$ cat config.mk
export PLATFORM = sky130hd
export DESIGN_NAME = blockram_arbiter2
export DESIGN_NICKNAME = d
export VERILOG_FILES = /design/src/rtl/blockram_arbiter2.sv
export SDC_FILE = /design/constraint.sdc
export NUM_CORES = 1
export LEC_CHECK = 0
export ABC_AREA = 1
export CAP_MARGIN = 20
export CORE_AREA = 2 2 133 135
export CTS_BUF_LIST = sky130_fd_sc_hd__clkbuf_16
export CTS_CLUSTER_SIZE = 14
export DETAILED_ROUTE_END_ITERATION = 8
export DIE_AREA = 0 0 135 137
export GPL_TIMING_DRIVEN = 0
export SETUP_SLACK_MARGIN = 0.05
export SLEW_MARGIN = 20
export SYNTH_ARGS = -nofsm -noshare
export SYNTH_HDL_FRONTEND = slang
export SYNTH_SLANG_ARGS = --single-unit
$ cat constraint.sdc
create_clock -name clock -period 2.3 [get_ports clock]
set_clock_uncertainty 0.05 [all_clocks]
set_input_delay 0.46 -clock clock [delete_from_list [all_inputs] [get_ports clock]]
set_output_delay 0.46 -clock clock [all_outputs]
set_load 0.01 [all_outputs]
$ cat src/rtl/blockram_arbiter2.sv
// ----------------------------------------------------------------------------
// blockram_arbiter2
//
// Two-master round-robin arbiter in front of the single port of the on-chip
// block RAM. Requests are forwarded to the memory port in the same cycle,
// tagged with the owning master's ID. Returned read beats are routed back to
// their master by tag. Each master may have at most one read burst
// outstanding.
//
// Optional feature macro: BLOCKRAM_ARB_STATS_EN
//   defined   -> grant_cnt_a / grant_cnt_b count accepted requests per master
//                (16-bit, wrapping, cleared by reset)
//   undefined -> grant_cnt_a / grant_cnt_b are tied to zero, no counter flops
//
// Ports
//   clock                 single clock, all state on the rising edge
//   rst                   synchronous reset, active low
//   a_* / b_*             master request ports (address, read/write strobes,
//                         write data and byte mask in; waitrequest, read data
//                         and read-data-valid out)
//   s_*                   memory-side port (granted request out, tag on s_id;
//                         s_waitrequest, returned beat and its tag in)
//   grant_cnt_a/b         accepted-request counters (optional feature)
// ----------------------------------------------------------------------------
module blockram_arbiter2 #(
    parameter int unsigned BURST_BITS = 2,
    parameter logic [1:0]  ID_A       = 2'd1,
    parameter logic [1:0]  ID_B       = 2'd2
) (
    input  logic        clock,
    input  logic        rst,

    input  logic [29:0] a_address,
    input  logic        a_read,
    input  logic        a_write,
    input  logic [31:0] a_writedata,
    input  logic [3:0]  a_writedatamask,
    output logic        a_waitrequest,
    output logic [31:0] a_readdata,
    output logic        a_readdatavalid,

    input  logic [29:0] b_address,
    input  logic        b_read,
    input  logic        b_write,
    input  logic [31:0] b_writedata,
    input  logic [3:0]  b_writedatamask,
    output logic        b_waitrequest,
    output logic [31:0] b_readdata,
    output logic        b_readdatavalid,

    input  logic        s_waitrequest,
    output logic [1:0]  s_id,
    output logic [29:0] s_address,
    output logic        s_read,
    output logic        s_write,
    output logic [31:0] s_writedata,
    output logic [3:0]  s_writedatamask,
    input  logic [31:0] s_readdata,
    input  logic [1:0]  s_readdataid,

    output logic [15:0] grant_cnt_a,
    output logic [15:0] grant_cnt_b
);

    localparam logic [BURST_BITS:0] LAST_BEAT = (BURST_BITS+1)'((1 << BURST_BITS) - 1);

    typedef enum logic {
        LAST_A = 1'b0,
        LAST_B = 1'b1
    } last_grant_e;

    last_grant_e             last_q, last_d;
    logic                    pend_a_q, pend_a_d;
    logic                    pend_b_q, pend_b_d;
    logic [BURST_BITS:0]     beat_a_q, beat_a_d;
    logic [BURST_BITS:0]     beat_b_q, beat_b_d;

    logic                    elig_a, elig_b;
    logic                    grant_a, grant_b;

    // ------------------------------------------------------------------
    // Eligibility and grant. Reset holds both masters off so every
    // waitrequest stays high while rst is asserted.
    // ------------------------------------------------------------------
    always_comb begin
        elig_a  = rst && (a_read || a_write) && !s_waitrequest && !(a_read && pend_a_q);
        elig_b  = rst && (b_read || b_write) && !s_waitrequest && !(b_read && pend_b_q);
        // On a tie the master that did not win last time goes first.
        grant_a = elig_a && (!elig_b || (last_q == LAST_B));
        grant_b = elig_b && (!elig_a || (last_q == LAST_A));
    end

    // ------------------------------------------------------------------
    // Request path: granted master muxed straight onto the memory port.
    // ------------------------------------------------------------------
    always_comb begin
        s_id            = '0;
        s_address       = '0;
        s_read          = 1'b0;
        s_write         = 1'b0;
        s_writedata     = '0;
        s_writedatamask = '0;
        if (grant_a) begin
            s_id            = ID_A;
            s_address       = a_address;
            s_read          = a_read;
            s_write         = a_write;
            s_writedata     = a_writedata;
            s_writedatamask = a_writedatamask;
        end else if (grant_b) begin
            s_id            = ID_B;
            s_address       = b_address;
            s_read          = b_read;
            s_write         = b_write;
            s_writedata     = b_writedata;
            s_writedatamask = b_writedatamask;
        end
    end

    assign a_waitrequest = !grant_a;
    assign b_waitrequest = !grant_b;

    // ------------------------------------------------------------------
    // Read return path. Beats only count for a master with a pending
    // burst; anything else (ID 0, unknown ID, no pending read) is dropped.
    // ------------------------------------------------------------------
    assign a_readdata      = s_readdata;
    assign b_readdata      = s_readdata;
    assign a_readdatavalid = pend_a_q && (s_readdataid == ID_A);
    assign b_readdatavalid = pend_b_q && (s_readdataid == ID_B);

    // ------------------------------------------------------------------
    // Next-state: last grant and per-master burst tracking.
    // An accepted read and a returning beat cannot coincide for the same
    // master, since acceptance needs pend=0 and a counted beat needs pend=1.
    // ------------------------------------------------------------------
    always_comb begin
        last_d   = last_q;
        pend_a_d = pend_a_q;
        pend_b_d = pend_b_q;
        beat_a_d = beat_a_q;
        beat_b_d = beat_b_q;

        if (grant_a) begin
            last_d = LAST_A;
        end else if (grant_b) begin
            last_d = LAST_B;
        end

        if (grant_a && a_read) begin
            pend_a_d = 1'b1;
            beat_a_d = '0;
        end else if (a_readdatavalid) begin
            beat_a_d = beat_a_q + 1'b1;
            if (beat_a_q == LAST_BEAT) begin
                pend_a_d = 1'b0;
            end
        end

        if (grant_b && b_read) begin
            pend_b_d = 1'b1;
            beat_b_d = '0;
        end else if (b_readdatavalid) begin
            beat_b_d = beat_b_q + 1'b1;
            if (beat_b_q == LAST_BEAT) begin
                pend_b_d = 1'b0;
            end
        end
    end

    always_ff @(posedge clock) begin
        if (!rst) begin
            last_q   <= LAST_B;
            pend_a_q <= 1'b0;
            pend_b_q <= 1'b0;
            beat_a_q <= '0;
            beat_b_q <= '0;
        end else begin
            last_q   <= last_d;
            pend_a_q <= pend_a_d;
            pend_b_q <= pend_b_d;
            beat_a_q <= beat_a_d;
            beat_b_q <= beat_b_d;
        end
    end

    // ------------------------------------------------------------------
    // Optional grant statistics.
    // ------------------------------------------------------------------
`ifdef BLOCKRAM_ARB_STATS_EN
    logic [15:0] cnt_a_q, cnt_a_d;
    logic [15:0] cnt_b_q, cnt_b_d;

    always_comb begin
        cnt_a_d = cnt_a_q;
        cnt_b_d = cnt_b_q;
        if (grant_a) begin
            cnt_a_d = cnt_a_q + 16'd1;
        end
        if (grant_b) begin
            cnt_b_d = cnt_b_q + 16'd1;
        end
    end

    always_ff @(posedge clock) begin
        if (!rst) begin
            cnt_a_q <= '0;
            cnt_b_q <= '0;
        end else begin
            cnt_a_q <= cnt_a_d;
            cnt_b_q <= cnt_b_d;
        end
    end

    assign grant_cnt_a = cnt_a_q;
    assign grant_cnt_b = cnt_b_q;
`else
    assign grant_cnt_a = '0;
    assign grant_cnt_b = '0;
`endif

endmodule

# Word-level counts from Yosys, hierarchy flattened
# Index checks and enable logic that the tools add are counted.
# op_classes
mux	20
reduce_logical	34
addsub	2
bitwise_logic	2
n_eq_ne	4
# ops
cell	n
2-to-1 mux 32 bit	2
2-to-1 mux 30 bit	2
logical AND 1 bit	14
2-to-1 mux 1 bit	12
nonzero test 2 bit	5
2-to-1 mux 4 bit	2
logical NOT 1 bit	7
adder 3 x 1 -> 3 bit, second input constant	2
== test 3 x 2 -> 1 bit, second input constant	2
logical OR 1 bit	4
2-to-1 mux 2 bit	2
AND reduction 2 bit	2
OR reduction 2 bit	2
== test 2 x 1 -> 1 bit, second input constant	1
== test 2 bit, second input constant	1
inverter 1 bit	2
# totals
ff_bits	9
input_bits	173
out_inout_bits	170
elab_cells	67

# Logic depth before layout (Yosys ltp)
# depth
depth_word	10
ltp_mapped	10
ltp_nobuf	8

# Least setup slack after synthesis
# OpenSTA, ideal clock, no wires.
# synth_timing
path_kind	input -> output
from	input s_waitrequest
to	output s_address[0]
arrival_time_ns	1.336
cell_stages	10
path_slack_ns	0.454
path_buffers	2
cell_sequence	inv_1 nand2_1 nor2_2 nand3_2 nand2_2 inv_2 buf_4 buf_6 nand2_1 nand2_1
# synth_between
elab_chain_cells	8
word_cells_on_any_way	13
# synth_rtl
item	line	rtl
start: declaration	51	input logic s_waitrequest,
logical NOT 1 bit *	86, 87	
logical AND 1 bit (2 in a row)	86	elig_a = rst && (a_read || a_write) && !s_waitrequest && !(a_read && pend_a_q);
logical NOT 1 bit	90	grant_b = elig_b && (!elig_a || (last_q == LAST_A));
logical OR 1 bit	90	
logical AND 1 bit	90	
2-to-1 mux 30 bit	110	end else if (grant_b) begin
2-to-1 mux 30 bit *	103	if (grant_a) begin
end: declaration	53	output logic [29:0] s_address,
# Mark *: on every way between the ends. The rest lies on a longest branch, timed or not.

# Worst setup path in the final report
# layout_timing
from	input rst
to	output s_writedata[18]
# layout_between
elab_chain_cells	8
word_cells_on_any_way	14
# layout_rtl
item	line	rtl
start: declaration	31	input logic rst,
logical AND 1 bit (3 in a row)	86	
logical NOT 1 bit	90	
logical OR 1 bit	90	
logical AND 1 bit	90	
2-to-1 mux 32 bit	110	
2-to-1 mux 32 bit *	103	
end: declaration	56	output logic [31:0] s_writedata,
# Marked as above.

==> impl_metrics.ini <==
[setup_path]
worst_setup_path_start_kind = input pin
cp.arrival_ns = 1.63
reg2regPathDepth = 7
cp-end-kind = output port
worstSetupStartpoint = rst
rrSetupSlack_ns = 1.04
endpoint = s_writedata[18]
r2r_start = pend_b_q
rr_endpoint = beat_a_q[1]
cp.required_ns = 1.79
cp_max_fo = 6
critPathKind = in -> out

[cts]
clk_pin_slew_ns = 0.04
cts_sinks = 9
clk_latency_ns = 0.23
cts_tree = done
clockRootBuffer = clkbuf_16
cts-buffers-inserted = 3
clock_path_buffers = 2
htreeDepth = 1

[logic_synthesis]
ys_top_cells_by_area = nand2_1, buf_4, dfxtp_1
syn-cell-area_um2 = 2100
yosysTopAreaCell = nand2_1
yosys_warnings = 0
synth_seq_area_share = 0.0858
synth_area_per_cell_um2 = 5.40
syn_inst = 389
synth_top_area_frac = 0.393
ys_types = 18
ys_ff_latch = 9

[die]
die_w_um = 135
fp.dieH_um = 137
dieArea_um2 = 18500
coreArea_um2 = 17100
ioPinCount = 343
row_count = 48
initial_core_util = 0.123

[route]
drt-pass1-iter-count = 4
ant_nets = 0
drtIter0Drc = 60
vias = 3186
wl_per_cell_um = 11.9
drc = 0
routed_wl_um = 11300
vias_per_cell = 3.37

[sta]
layout_min_cycle_time_ns = 2.14
hold_viol = 0
fin_setup_tns_ns = 0
grt_setup_unrepaired = false
period_share = 0.930
finalSetupViolCount = 0
slew_viol_final = 0
max_freq_mhz = 468

[global_route]
grt_pass1_wl_um = 15400
grt_use_total = 0.105
antenna_found_initial = 0
first_global_vias = 2965
grt_max_degree = 11
grt-ovfl-total = 0

[final_layout]
final_common_cell = nand2_1
seq_area_um2 = 180
multiInputGateArea_um2 = 1270
diodes = 0
layout_common_cells = nand2_1, clkdlybuf4s50_1, buf_4, buf_2, conb_1
fillCellCount = 1887
synthToLayoutAreaGrowth_pct = 166
layout.cells.non_filler = 946
drive_gt1_frac = 0.325
fin_nets = 899

[placement]
hpwl_um = 9380
port_buffers = 278
dp.cells = 923
gp_congestion = 0.701

[status]
status = finished clean

[power]
p_total_w = 0.00142
p_leak_nw = 2.92
ir_worst_vdd_v = 0.000258
power_density_nw_per_um2 = 254

[run]
max_cap_violations = 0

[hold_path]
min_path_type = reg -> reg
[flip-flops by register name, indices dropped and copies added (netlist names)]
register,cells
beat_a_q,3
beat_b_q,3
last_q,1
pend_a_q,1
pend_b_q,1
[synth_stat cells]
master / instances
a21oi_1: 2
buf_2: 8
buf_4: 98
buf_6: 5
conb_1: 1
dfxtp_1: 9
ha_1: 4
inv_1: 13
inv_2: 2
nand2_1: 220
nand2_2: 2
nand3_1: 5
nand3_2: 1
nor2_1: 11
nor2_2: 2
o211ai_1: 1
o21ai_0: 3
xor2_1: 2
[area by class of cell]
cell class,count,area share
inverters,15,0.0123
multi-input cells,285,0.227
repair buffers,297,0.494
clock inverters,1,0.000672
flip-flops and latches,9,0.0323
clock buffers,3,0.0134
well taps,225,0.0504
plain buffers,111,0.170
[how the worst min path moves through the flow]
stage	start	endpoint	slack, ns	cells after the start
4_1_cts	pend_a_q	pend_a_q	0.44	2
2_1_floorplan	pend_a_q	pend_a_q	0.40	2
3_3_place_gp	pend_b_q	pend_b_q	0.43	2
3_5_place_dp	pend_b_q	pend_b_q	0.42	2
5_1_grt	rst	last_q	0.48	2
6_report	pend_a_q	pend_a_q	0.44	2
[report_power, final]
part | leakage (nW) | switching [W] | internal (W)
Clock | 0.0423 | 0.0000689 | 0.000227
Sequential | 0.0729 | 0.00000322 | 0.000160
Combinational | 2.80 | 0.000359 | 0.000601
Total | 2.92 | 0.000431 | 0.000988
[stage by stage]
stage | instance area, um2 | utilization | hold WS (ns) | setup WS, ns
floorplan | 2220 | - | 0.403 | 0.454
global placement | 5280 | 0.310 | 0.427 | -0.952
detailed placement | 5280 | 0.310 | 0.422 | -0.934
CTS | 5540 | 0.325 | 0.442 | 0.0501
global route | 5590 | 0.327 | 0.476 | 0.0635
finish | 5590 | 0.327 | 0.444 | 0.162
[cells by family after synthesis]
family,share of synthesized area
simple gates,0.442
fa+ha+maj,0.0238
xor+xnor,0.00834
buf+inv,0.423
other cells,0.00179
compound gates,0.0155
flops,0.0858
[worst max-delay path: stages]
cell and delay (ns):
buf_2 0.17, nand2_4 0.10, nor2_4 0.11, nand3_4 0.09, nand2_4 0.10, inv_8 0.05
buf_12 0.14, clkbuf_16 0.15, nand2_1 0.06, nand2_1 0.05, buf_2 0.13
[what timing repair did]
| action | CTS | global route |
|---|---|---|
| setup buffers | 14 | 0 |
| cloned | 4 | 1 |
| hold buffers | 0 | 0 |
| pin swaps | 14 | 7 |
| setup endpoints to repair | 74 | 68 |
| resized for setup | 353 | 21 |
[routing by layer]
layer | GRT usage | vias to the layer above | wire, um
li1 | - | 1693 | -
met4 | 0.0145 | 0 | 87
met2 | 0.198 | 166 | 5830
met1 | 0.122 | 1321 | 4310
met3 | 0.0244 | 6 | 1050
met5 | 0 | - | 0
No activity file was read; power rests on OpenSTA's default activity.
